===== config.mk =====
export PLATFORM = sky130hd
export DESIGN_NAME = regwr_arbiter
export DESIGN_NICKNAME = d
export VERILOG_FILES = /design/src/rtl/regwr_arbiter.sv
export SDC_FILE = /design/constraint.sdc
export NUM_CORES = 1
export LEC_CHECK = 0
export CORE_ASPECT_RATIO = 1.2
export CORE_MARGIN = 2
export CORE_UTILIZATION = 45
export CTS_BUF_LIST = sky130_fd_sc_hd__clkbuf_4 sky130_fd_sc_hd__clkbuf_8
export DETAILED_ROUTE_END_ITERATION = 12
export HOLD_SLACK_MARGIN = 0.05
export PLACE_DENSITY = 0.76
export REMOVE_ABC_BUFFERS = 1
export SYNTH_ARGS = -nofsm -noshare
export SYNTH_HDL_FRONTEND = slang
export SYNTH_SLANG_ARGS = --single-unit

===== constraint.sdc =====
create_clock -name clk -period 7.57 [get_ports clk]
set_input_delay 1.1355 -clock clk [delete_from_list [all_inputs] [get_ports clk]]
set_output_delay 1.1355 -clock clk [all_outputs]
set_load 0.03 [all_outputs]

===== src/rtl/regwr_arbiter.sv =====
// rtl/regwr_arbiter.sv - two-requester register-file write arbiter with 1-entry holding buffers
// Optional REGWR_ARB_RR_EN: round-robin on contention (default build: fixed priority, A wins).
module regwr_arbiter #(
  parameter int CNT_W = 16
) (
  input  logic             clk,
  input  logic             rst,
  input  logic             a_valid,
  output logic             a_ready,
  input  logic [4:0]       a_addr,
  input  logic [31:0]      a_data,
  input  logic             b_valid,
  output logic             b_ready,
  input  logic [4:0]       b_addr,
  input  logic [31:0]      b_data,
  output logic             rf_wr_en,
  output logic [4:0]       rf_addrD,
  output logic [31:0]      rf_dataD,
  output logic             busy,
  output logic [CNT_W-1:0] conflict_cnt
);

  logic        a_full, b_full;
  logic [4:0]  a_addr_q, b_addr_q;
  logic [31:0] a_data_q, b_data_q;
  logic        grant_a, grant_b;
  logic        a_load, b_load;

`ifdef REGWR_ARB_RR_EN
  // last_b set means B won the most recent grant, so A wins the next tie.
  logic last_b;

  always_comb begin
    grant_a = a_full && (!b_full || last_b);
    grant_b = b_full && (!a_full || !last_b);
  end

  always_ff @(posedge clk or posedge rst) begin
    if (rst) begin
      last_b <= 1'b1;
    end else if (grant_a) begin
      last_b <= 1'b0;
    end else if (grant_b) begin
      last_b <= 1'b1;
    end
  end
`else
  always_comb begin
    grant_a = a_full;
    grant_b = b_full && !a_full;
  end
`endif

  // Ready looks only at buffer state and grant, never at valid.
  assign a_ready = !a_full || grant_a;
  assign b_ready = !b_full || grant_b;
  // Writes to register 0 complete the handshake but are dropped.
  assign a_load  = a_valid && a_ready && (a_addr != 5'd0);
  assign b_load  = b_valid && b_ready && (b_addr != 5'd0);
  assign busy    = a_full || b_full;

  always_ff @(posedge clk or posedge rst) begin
    if (rst) begin
      a_full       <= 1'b0;
      a_addr_q     <= '0;
      a_data_q     <= '0;
      b_full       <= 1'b0;
      b_addr_q     <= '0;
      b_data_q     <= '0;
      rf_wr_en     <= 1'b0;
      rf_addrD     <= '0;
      rf_dataD     <= '0;
      conflict_cnt <= '0;
    end else begin
      if (a_load) begin
        a_full   <= 1'b1;
        a_addr_q <= a_addr;
        a_data_q <= a_data;
      end else if (grant_a) begin
        a_full <= 1'b0;
      end

      if (b_load) begin
        b_full   <= 1'b1;
        b_addr_q <= b_addr;
        b_data_q <= b_data;
      end else if (grant_b) begin
        b_full <= 1'b0;
      end

      rf_wr_en <= grant_a || grant_b;
      if (grant_a) begin
        rf_addrD <= a_addr_q;
        rf_dataD <= a_data_q;
      end else if (grant_b) begin
        rf_addrD <= b_addr_q;
        rf_dataD <= b_data_q;
      end

      if (a_full && b_full && (conflict_cnt != {CNT_W{1'b1}})) begin
        conflict_cnt <= conflict_cnt + CNT_W'(1);
      end
    end
  end

endmodule


---- Yosys cells after proc, flatten, opt, wreduce, memory -nomap -nowiden ----
Index checks and enable logic that the tools add are counted.
storage, ports and cells
  register bits after elaboration ......... 130
  input bits .............................. 78
cells by class
  eq/ne operators ......................... 1
  reduce and logical (&&, ||, !) cells .... 15
  mux-type cells .......................... 7
  add/sub/neg operators ................... 1
operators by type and width
  cell                                           number
  2-to-1 mux 32 bit                              2
  adder 16 x 1 -> 16 bit, second input constant  1
  != test 16 bit, second input constant          1
  2-to-1 mux 5 bit                               2
  nonzero test 5 bit                             2
  logical AND 1 bit                              6
  nonzero test 2 bit                             2
  logical OR 1 bit                               3
  2-to-1 mux 1 bit                               3
  logical NOT 1 bit                              2

---- Longest topological paths before layout ----
  depth in word-level cells ............... 6
  mapped depth ............................ 6

---- Worst setup path before layout ----
Ideal clock, no wire load.
  path type ............................... in2reg
  from .................................... input b_addr[1]
  to ...................................... register b_data_q[10]
  setup time .............................. 127 ps
  path buffers ............................ 2
  arrival time ............................ 2447 ps
  path slack .............................. 4996 ps
  stages on the path ...................... 5
  data required time ...................... 7443 ps
  path through ............................ or4_1 o211ai_2 buf_6 buf_6 mux2_1
on the way
  cells in the longest elaborated chain, start to end .. 2
ends and longest elaborated chain
  what                  RTL line  RTL
  start, declared       14        input logic [4:0] b_addr,
  nonzero test 5 bit    59        assign b_load = b_valid && b_ready && (b_addr != 5'd0);
  logical AND 1 bit     59
  end signal, assigned  86        b_data_q <= b_data;
  end, declared         25        logic [31:0] a_data_q, b_data_q;
Every way passes these cells.
A chain may end at the register's enable or synchronous reset.

---- Final worst setup path ----
  from .................................... register b_full
  to ...................................... output busy
on the way
  cells in the longest elaborated chain, start to end .. 1
ends and longest elaborated chain
  what                    RTL line  RTL
  start, declared         23        logic a_full, b_full;
  start signal, assigned  67        b_full <= 1'b0;
  start signal, assigned  84        b_full <= 1'b1;
  start signal, assigned  88        b_full <= 1'b0;
  logical OR 1 bit        60        assign busy = a_full || b_full;
  end, declared           19        output logic busy,
Every way passes these cells.

==> summary.txt <==
Logic synthesis
  • Largest family of logic cells by synthesized area: multiplexers
  • Number of synthesized flops with an enable pin: 0
  • Synth Area in Simple Gates: 8.508%
  • Async S/R FF share, synth: 100.0%
  • Yosys warning total: 0
  • Most common library cells after synthesis: 130 x dfrtp_1, 61 x nand2_1, 51 x mux2_2
  • Post-synthesis sequential area ratio: 60.61%
  • Share of Yosys cell area claimed by the top area cell type: 60.61%
  • Netlist Area Pre-Place: 5368 um2
  • Compound-Gate Fraction of Synth Area: 3.963%
  • Syn avg cell area: 13.00 um2
  • Top-count cell post-synth: dfrtp_1
  • Synth Area in Adders: 0.2331%
  • #FFs+latches synth: 130
  • Mux cell area share after synthesis: 21.59%
  • Post-synthesis xor/xnor area fraction: 2.284%
  • Synth area leader: dfrtp_1
  • Main area contributors after synthesis: dfrtp_1 61%, mux2_2 11%, mux2i_1 6.9%
  • Cell count after synthesis: 413
  • Synth cell types: 33
  • Main synth FF type: dfrtp_1

Global routing
  • Initial antenna violation count: 0
  • Gr usage total: 19.54%
  • Largest net degree at the start of global routing: 90
  • Number of global-route vias before repair: 3,880
  • Global-route wire length before repair: 19,320 um
  • Total grt overflow: 0

CTS
  • CTS buffer count: 17
  • CTS resizes: 0
  • Worst-Skew Late Latency: 440 ps
  • Max clock buf depth: 2
  • CTS sink cnt: 130
  • Post-CTS Hold Fix Bufs: 0
  • Total number of H-tree levels: 4
  • CTS tree: yes
  • Root buffer cell: clkbuf_8
  • Post-CTS setup buffers: 0
  • Clock transition at path regs: 70 ps

Placed design
  • Number of port buffers: 133
  • HPWL after DPL: 7679 um
  • GP Congestion: 0.8036
  • Setup slack at placement: 3908 ps

Pwr
  • Power Density: 264.2 nW/um2
  • Design Power: 1.909 mW
  • Pleak: 3.183 nW
  • Worst IR Drop VDD: 0.2314 mV

Worst setup path
  • Critical Path AT: 2250 ps
  • CP Max Fanout: 38
  • WS Path Type: flip-flop to output pin
  • Worst path required time: 6430 ps
  • Element type at the critical path start: flip-flop
  • Worst setup EP type: output pin

STA
  • Setup Skew: 15.41 ps
  • RSZ-0062 raised after global routing: false
  • Sum of negative setup slack: 0 ps
  • Hold WS: 476.5 ps
  • F_max: 295.7 MHz
  • Final worst slack: 4188 ps
  • Worst Tran Pin Value: 1183 ps
  • Slew Viols, Final: 0
  • # setup viols final: 0
  • Slew margin rel.: 20.86%
  • Final Hold Viols: 0
  • Final worst path period share: 44.68%
  • Fin crit period: 3382 ps

Finish
  • Util after Layout: 62.18%
  • Share of cells above drive strength 1: 16.85%
  • Number of diodes: 0
  • Layout area overhead: 34.62%
  • Final net count: 625

Routing
  • Highest metal used: met4
  • Vias/cell: 5.119
  • Met2 routed WL: 6117 um
  • Via count: 3,660
  • DR WL/cell: 16.30 um
  • DRC Markers: 0
  • Routed length on met3: 523 um
  • Initial DRC count: 111
  • Post-Route M1 WL: 4882 um
  • Final antenna-violating net count: 0
  • Drt total wl: 11,660 um
  • 1st-pass router iterations: 5

Floorplanning
  • Core area: 11,620 um2
  • Die W: 103.7 um
  • Die area: 12,820 um2
  • Initial Util: 46.19%
  • FP Rows: 43
  • Num ports: 135
  • Die Y: 123.6 um

Status
  • Result of the run: completed

Worst hold path
  • Hold Path Class: flip-flop to flip-flop

Job
  • Max_cap viols: 0
==> final timing paths <==
check	start	to	slack, ps	cells past startpoint
min in group asynchronous	rst	conflict_cnt[12]	1090	2
worst max-delay path	b_full	busy	4190	3
worst min register to register	a_data_q[0]	rf_dataD[0]	480	2
worst min-delay path	a_data_q[0]	rf_dataD[0]	480	2
worst max register to register	a_full	b_data_q[18]	5640	4
max in group asynchronous	rst	a_full	4970	3
==> flip-flops by register name, summed over array words and instances, names as in the netlist <==
name	flops
rf_addrD	5
rf_wr_en	1
b_data_q	32
conflict_cnt	16
a_full	1
b_full	1
a_data_q	32
a_addr_q	5
rf_dataD	32
b_addr_q	5
==> cell type report <==
type	instances	area, um2
tap	157	196.4
inverter	2	10.01
fill	957	4395
sequential	130	3256
multi-input combinational	258	1987
clock buffer	21	282.8
clock inverter	10	132.6
timing repair buffer	137	1361
==> logic make-up (layout without fill, tap and decap cells) <==
logic type      after synthesis  in the layout
flops                       130            130
mux                         107            107
simple gates                 95             95
compound gates               40             40
buf+inv                      25            170
xor+xnor                     14             14
fa+ha+maj                     1              1
other cells                   1              1
==> critical path, stage by stage (launching register included) <==
cell	delay (ps)
dfrtp_2	350
buf_4	560
or2_2	240
clkdlybuf4s50_1	660
==> layout by cell type, fill, tap and decap left out, types with 2 or more instances in the layout <==
cell type,Yosys,layout
o21ai_0,37,37
and4_1,3,3
clkinv_2,0,4
nor3_1,6,6
clkdlybuf4s50_1,0,133
nand3_1,3,3
nand4_1,6,6
mux2_2,51,51
clkbuf_8,0,20
nand2_1,61,61
mux2i_1,37,37
clkinvlp_4,0,3
dfrtp_1,130,128
buf_4,3,4
nor4_1,5,5
xor2_1,14,14
mux2_1,19,19
or4_1,2,2
bufinv_16,0,3
dfrtp_2,0,2
==> where the power goes <==
| part | internal, mW | total, mW | switching (mW) | leakage (nW) |
|---|---|---|---|---|
| registers | 0.797 | 0.870 | 0.0726 | 1.56 |
| logic | 0.208 | 0.430 | 0.222 | 1.41 |
| clock network | 0.351 | 0.610 | 0.259 | 0.207 |
| total | 1.36 | 1.91 | 0.553 | 3.18 |
==> routing by layer <==
metal	vias up	track usage, %
li1	1706	-
met1	1845	22.99
met2	99	34.31
met3	10	5.181
met4	0	8.361
met5	-	0
==> through the flow <==
step                cells  instance area (um2)
global placement      684                 6810
CTS                   715                 7226
finish                715                 7226
detailed placement    684                 6810
floorplan             390                 5228
global route          715                 7226
No activity file was read; power rests on OpenSTA's default activity.
